<file path="config.mk">
export PLATFORM = sky130hd
export DESIGN_NAME = if_stage_flat
export DESIGN_NICKNAME = d
export VERILOG_FILES = /design/src/rtl/if_stage_pkg.sv /design/src/rtl/if_stage_if.sv /design/src/rtl/if_id_reg.sv /design/src/rtl/if_stage.sv /design/src/flat_wrapper.sv
export SDC_FILE = /design/constraint.sdc
export NUM_CORES = 1
export LEC_CHECK = 0
export CORE_MARGIN = 3
export CORE_UTILIZATION = 25
export CTS_CLUSTER_SIZE = 16
export DETAILED_ROUTE_END_ITERATION = 8
export GPL_TIMING_DRIVEN = 0
export PLACE_DENSITY = 0.46
export SLEW_MARGIN = 20
export SYNTH_ARGS = -nofsm -noshare
export SYNTH_HDL_FRONTEND = slang
export SYNTH_SLANG_ARGS = --single-unit
</file>
<file path="constraint.sdc">
create_clock -name clk -period 2.4 [get_ports clk]
set_input_delay 0.48 -clock clk [delete_from_list [all_inputs] [get_ports clk]]
set_output_delay 0.48 -clock clk [all_outputs]
set_load 0.05 [all_outputs]
</file>
<file path="src/rtl/if_stage_pkg.sv">
// Shared pipeline constants and register payload types for the fetch stage and later stages.
package if_stage_pkg;

    localparam int unsigned DATA_LEN    = 32;
    localparam int unsigned ADDRESS_LEN = 32;
    localparam int unsigned PC_STEP     = 4;
    localparam int unsigned REG_ADDR_LEN = 4;
    localparam int unsigned ALU_CMD_LEN  = 4;

    localparam logic [ADDRESS_LEN-1:0] RESET_PC_DEFAULT = '0;
    localparam logic [DATA_LEN-1:0]    NOP_INSTR        = 32'h0000_0000;

    // IF/ID payload; all-zero is the bubble
    typedef struct packed {
        logic [ADDRESS_LEN-1:0] pc;
        logic [DATA_LEN-1:0]    instr;
        logic                   valid;
    } if_id_t;

    localparam int unsigned IF_ID_LEN = $bits(if_id_t);

    // Field widths reused by the ID/EXE and EXE/MEM registers
    localparam int unsigned ID_EXE_LEN  = ADDRESS_LEN + 2 * DATA_LEN + REG_ADDR_LEN + ALU_CMD_LEN + 1;
    localparam int unsigned EXE_MEM_LEN = DATA_LEN + DATA_LEN + REG_ADDR_LEN + 1;

endpackage

</file>
<file path="src/rtl/if_stage_if.sv">
// Fetch-stage bus: hazard/branch controls, instruction-memory port and IF/ID outputs.
interface if_stage_if;
    import if_stage_pkg::*;

    logic                   freeze;
    logic                   branch_taken;
    logic [ADDRESS_LEN-1:0] branch_addr;
    logic [ADDRESS_LEN-1:0] imem_addr;
    logic [DATA_LEN-1:0]    imem_data;
    logic [ADDRESS_LEN-1:0] id_pc;
    logic [DATA_LEN-1:0]    id_instr;
    logic                   id_valid;

    modport master (
        input  freeze, branch_taken, branch_addr, imem_data,
        output imem_addr, id_pc, id_instr, id_valid
    );

    modport slave (
        output freeze, branch_taken, branch_addr, imem_data,
        input  imem_addr, id_pc, id_instr, id_valid
    );
endinterface

</file>
<file path="src/rtl/if_id_reg.sv">
// Generic pipeline register with priority flush > hold > load; flush and reset clear to zero.
module if_id_reg #(
    parameter int unsigned WIDTH = 32
) (
    input  logic             clk,
    input  logic             rst_n,
    input  logic             flush,
    input  logic             hold,
    input  logic [WIDTH-1:0] d,
    output logic [WIDTH-1:0] q
);

    always_ff @(posedge clk or negedge rst_n) begin
        if (!rst_n) begin
            q <= '0;
        end else if (flush) begin
            q <= '0;
        end else if (!hold) begin
            q <= d;
        end
    end

endmodule

</file>
<file path="src/rtl/if_stage.sv">
// Instruction-fetch stage: PC register, next-PC selection and the IF/ID pipeline register.
module if_stage
    import if_stage_pkg::*;
#(
    parameter logic [ADDRESS_LEN-1:0] RESET_PC = RESET_PC_DEFAULT
) (
    input  logic       clk,
    input  logic       rst_n,
    if_stage_if.master bus
);

    logic [ADDRESS_LEN-1:0] pc_q;
    logic [ADDRESS_LEN-1:0] pc_d;
    logic [ADDRESS_LEN-1:0] pc_plus4;
    logic [ADDRESS_LEN-1:0] target;
    if_id_t                 if_id_d;
    if_id_t                 if_id_q;

    assign pc_plus4 = pc_q + ADDRESS_LEN'(PC_STEP);
    // Branch targets are word aligned; low bits of the request are ignored
    assign target   = bus.branch_addr & ~ADDRESS_LEN'(3);

    // Next PC: branch beats freeze beats sequential fetch
    always_comb begin
        pc_d = pc_plus4;
        if (bus.branch_taken) begin
            pc_d = target;
        end else if (bus.freeze) begin
            pc_d = pc_q;
        end
    end

    always_ff @(posedge clk or negedge rst_n) begin
        if (!rst_n) begin
            pc_q <= RESET_PC;
        end else begin
            pc_q <= pc_d;
        end
    end

    always_comb begin
        if_id_d       = '0;
        if_id_d.pc    = pc_plus4;
        if_id_d.instr = bus.imem_data;
        if_id_d.valid = 1'b1;
    end

    if_id_reg #(
        .WIDTH (IF_ID_LEN)
    ) u_if_id_reg (
        .clk   (clk),
        .rst_n (rst_n),
        .flush (bus.branch_taken),
        .hold  (bus.freeze),
        .d     (if_id_d),
        .q     (if_id_q)
    );

    assign bus.imem_addr = pc_q;
    assign bus.id_pc     = if_id_q.pc;
    assign bus.id_instr  = if_id_q.instr;
    assign bus.id_valid  = if_id_q.valid;

endmodule

</file>
<file path="src/flat_wrapper.sv">
// flat-port wrapper written by rule: the top's interface ports become plain ports
module if_stage_flat import if_stage_pkg::*;
#(
    parameter logic [ADDRESS_LEN-1:0] RESET_PC = RESET_PC_DEFAULT
)
  (clk, rst_n, bus_freeze, bus_branch_taken, bus_branch_addr, bus_imem_data, bus_imem_addr, bus_id_pc, bus_id_instr, bus_id_valid);
  if_stage_if bus_i ();
  input  logic clk;
  input  logic rst_n;
  input wire logic [$bits(bus_i.freeze)-1:0] bus_freeze;
  input wire logic [$bits(bus_i.branch_taken)-1:0] bus_branch_taken;
  input wire logic [$bits(bus_i.branch_addr)-1:0] bus_branch_addr;
  input wire logic [$bits(bus_i.imem_data)-1:0] bus_imem_data;
  output wire logic [$bits(bus_i.imem_addr)-1:0] bus_imem_addr;
  output wire logic [$bits(bus_i.id_pc)-1:0] bus_id_pc;
  output wire logic [$bits(bus_i.id_instr)-1:0] bus_id_instr;
  output wire logic [$bits(bus_i.id_valid)-1:0] bus_id_valid;
  assign bus_i.freeze = bus_freeze;
  assign bus_i.branch_taken = bus_branch_taken;
  assign bus_i.branch_addr = bus_branch_addr;
  assign bus_i.imem_data = bus_imem_data;
  assign bus_imem_addr = bus_i.imem_addr;
  assign bus_id_pc = bus_i.id_pc;
  assign bus_id_instr = bus_i.id_instr;
  assign bus_id_valid = bus_i.id_valid;
  if_stage #(.RESET_PC(RESET_PC)) u_core (.clk(clk), .rst_n(rst_n), .bus(bus_i));
endmodule
</file>
==> reports/metrics.cfg <==
[run_status]
status=finished clean

[cts]
clkTransAtPathRegs_ns=0.07
cts_sinks=94
numCtsBuffers=9
cts_root_buf=clkbuf_16
h-tree-depth=3
clockBufferDepth=2
clkLatencyLatePin_ns=0.36
cts_tree=built

[final_layout]
postLayoutCoreUtil=0.377
register_area_um2=2350
nNetsFinal=732
fillers=1920
mostFrequentLayoutCell=clkdlybuf4s50_1
final_cell_mix=clkdlybuf4s50_1, dfrtp_1, nor2_1
stdcell_count=928
area_growth_pct=47.6
drive_above_1_share=0.0885
multi_input_area_um2=2220

[setup_path]
cp.required_ns=1.92
crit_chain=clkdlybuf4s50_1
cp_slowest_cell=clkdlybuf4s50_1
r2r_cells=6
crit_family=buffers and inverters
criticalPathCategory=reg -> out
rrSetupSlack_ns=0.16
r2r-start=u_core.bus.imem_addr[10]
max_stage_delay_ns=0.92
start_kind=flip-flop
reg2reg_to=u_core.bus.imem_addr[21]
worst-path-max-fanout=7
cp.arrival_ns=1.83
critPathBufInv=1
end_kind=output port

[floorplanning]
die_h_um=145
die_x_um=145
rows=50
start_util=0.256
die_area_um2=21000
fp.coreArea_um2=18800
pin_count=165

[pwr]
leakage_nw=2.87
power.density_nw_per_um2=636
ir_worst_vdd_uv=365

[sta]
worstMarginPinSlew_ns=0.712
fin_crit_sh=0.962
slew-limit-headroom=0.525
fmax_ghz=0.433
maxSlewViolCount=0
finalCriticalPeriod_ns=2.31
rsz0062_at_grt=false
setup_viol=0
clock_skew_ns=0.00938
hold_violations=0

[yosys]
synth_cell_type_count=42
async_flop_share=1.00
synth_seq_cells=94
syn_avg_cell_area_um2=9.84
synth_cells=489
synth_flop_cell=dfrtp_1
yosysSeqAreaShare=0.489
yosysWarnings=0
syn_area_um2=4810
synth_edf_count=0

[global_route]
grt_pass1_vias=4174
grt_pass1_wl_mm=24.0
grtUsageTotal=0.151
grt_max_degree=49
overflow=0
antenna_found_initial=2

[placement]
place_congestion=0.793
dpl.hpwl_mm=11.9
portBuffers=159
place_inst=910

[routing]
ant_nets=0
wl_per_cell_um=16.8
via_per_inst=4.46
drt_iter0_markers=142
wirelength_mm=15.6
drt_pass1_iterations=4
dr_total_vias=4139
drc=0

[run]
maxCapViolations=0

[min_path]
hold_class=in -> async

## cell families after synthesis
group	Yosys count	share of synthesized area
simple gates	196	0.205
buf+inv	46	0.0559
compound gates	60	0.0723
flops	94	0.489
fa+ha+maj	1	0.00260
mux	36	0.0749
other cells	1	0.000779
xor+xnor	55	0.100
## layer usage
layer,up-vias,part of all wire,track usage
li1,1991,-,-
met1,1995,0.43,0.189
met2,131,0.45,0.232
met3,18,0.10,0.0749
met4,4,0.011,0.0383
met5,-,0.0013,0
## synthesized netlist by cell type, types with 3 or more instances
master,count,area share
nor2_1,74,0.058
nand3_1,13,0.014
nor4_1,3,0.0039
and3_1,4,0.0052
mux2i_1,36,0.075
a211oi_1,16,0.025
buf_6,3,0.0070
buf_4,5,0.0078
nor4_2,3,0.0078
nor3_2,3,0.0062
and4_1,3,0.0055
xor2_1,17,0.031
nor3_1,11,0.011
nand2_1,51,0.040
clkbuf_1,23,0.018
o21ai_1,6,0.0062
clkbuf_8,4,0.011
xnor2_1,38,0.069
nand4_1,9,0.012
a21oi_1,10,0.010
o21ai_0,26,0.027
dfrtp_1,94,0.49
or3_1,5,0.0065
nor2b_1,3,0.0039
## flip-flops by register name, indices dropped and copies added, names as in the netlist
| signal | cells |
|---|---|
| u_core.u_if_id_reg.q | 64 |
| u_core.bus.imem_addr | 30 |
## cell type report
type                    instances  area share
flip-flops and latches         94       0.331
multi-input cells             350       0.312
repair buffers                162       0.230
well taps                     260      0.0458
plain buffers                  43      0.0371
clock buffers                   9      0.0317
clock inverters                 6     0.00968
inverters                       3     0.00158
diodes                          1    0.000352
## per-stage QoR
stage | power (mW) | setup slack, ns | cell area [um2] | hold slack (ns) | TNS (ns)
floorplan | 2.56 | 0.0380 | 4820 | 0.184 | 0
global placement | 3.07 | -2.89 | 6730 | 0.501 | -290.11
detailed placement | 3.08 | -0.626 | 6760 | 0.451 | -21.08
CTS | 4.59 | -0.0361 | 7070 | 0.0586 | -0.0658
global route | 4.72 | 0.0161 | 7100 | 0.0766 | 0
finish | 4.52 | 0.0910 | 7110 | 0.0374 | 0
## worst max path at each step
| stage | startpoint | endpoint | slack [ns] | depth (start not counted) |
|---|---|---|---|---|
| 2_1_floorplan | u_core.bus.imem_addr[2] | u_core.bus.imem_addr[30] | 0.04 | 7 |
| 3_3_place_gp | rst_n | u_core.u_if_id_reg.q[0] | -2.89 | 1 |
| 3_5_place_dp | bus_freeze | u_core.u_if_id_reg.q[16] | -0.63 | 6 |
| 4_1_cts | u_core.bus.imem_addr[2] | u_core.u_if_id_reg.q[63] | -0.04 | 7 |
| 5_1_grt | u_core.bus.imem_addr[3] | u_core.u_if_id_reg.q[53] | 0.02 | 7 |
| 6_report | u_core.bus.imem_addr[16] | bus_imem_addr[16] | 0.09 | 1 |
## repair_timing
action | 4_1_cts | 5_1_grt
pin swaps | 0 | 1
setup buffers | 0 | 2
resized for setup | 5 | 6
hold buffers | 0 | 0
setup endpoints to repair | 37 | 22
## power by group
part / total, mW / internal [mW] / leakage, nW / switching (mW)
combinational: 1.23 / 0.458 / 1.51 / 0.769
sequential: 1.81 / 1.70 / 1.21 / 0.116
clock: 1.48 / 0.812 / 0.143 / 0.665
total: 4.52 / 2.97 / 2.87 / 1.55
(Power assumes the default switching activity.)
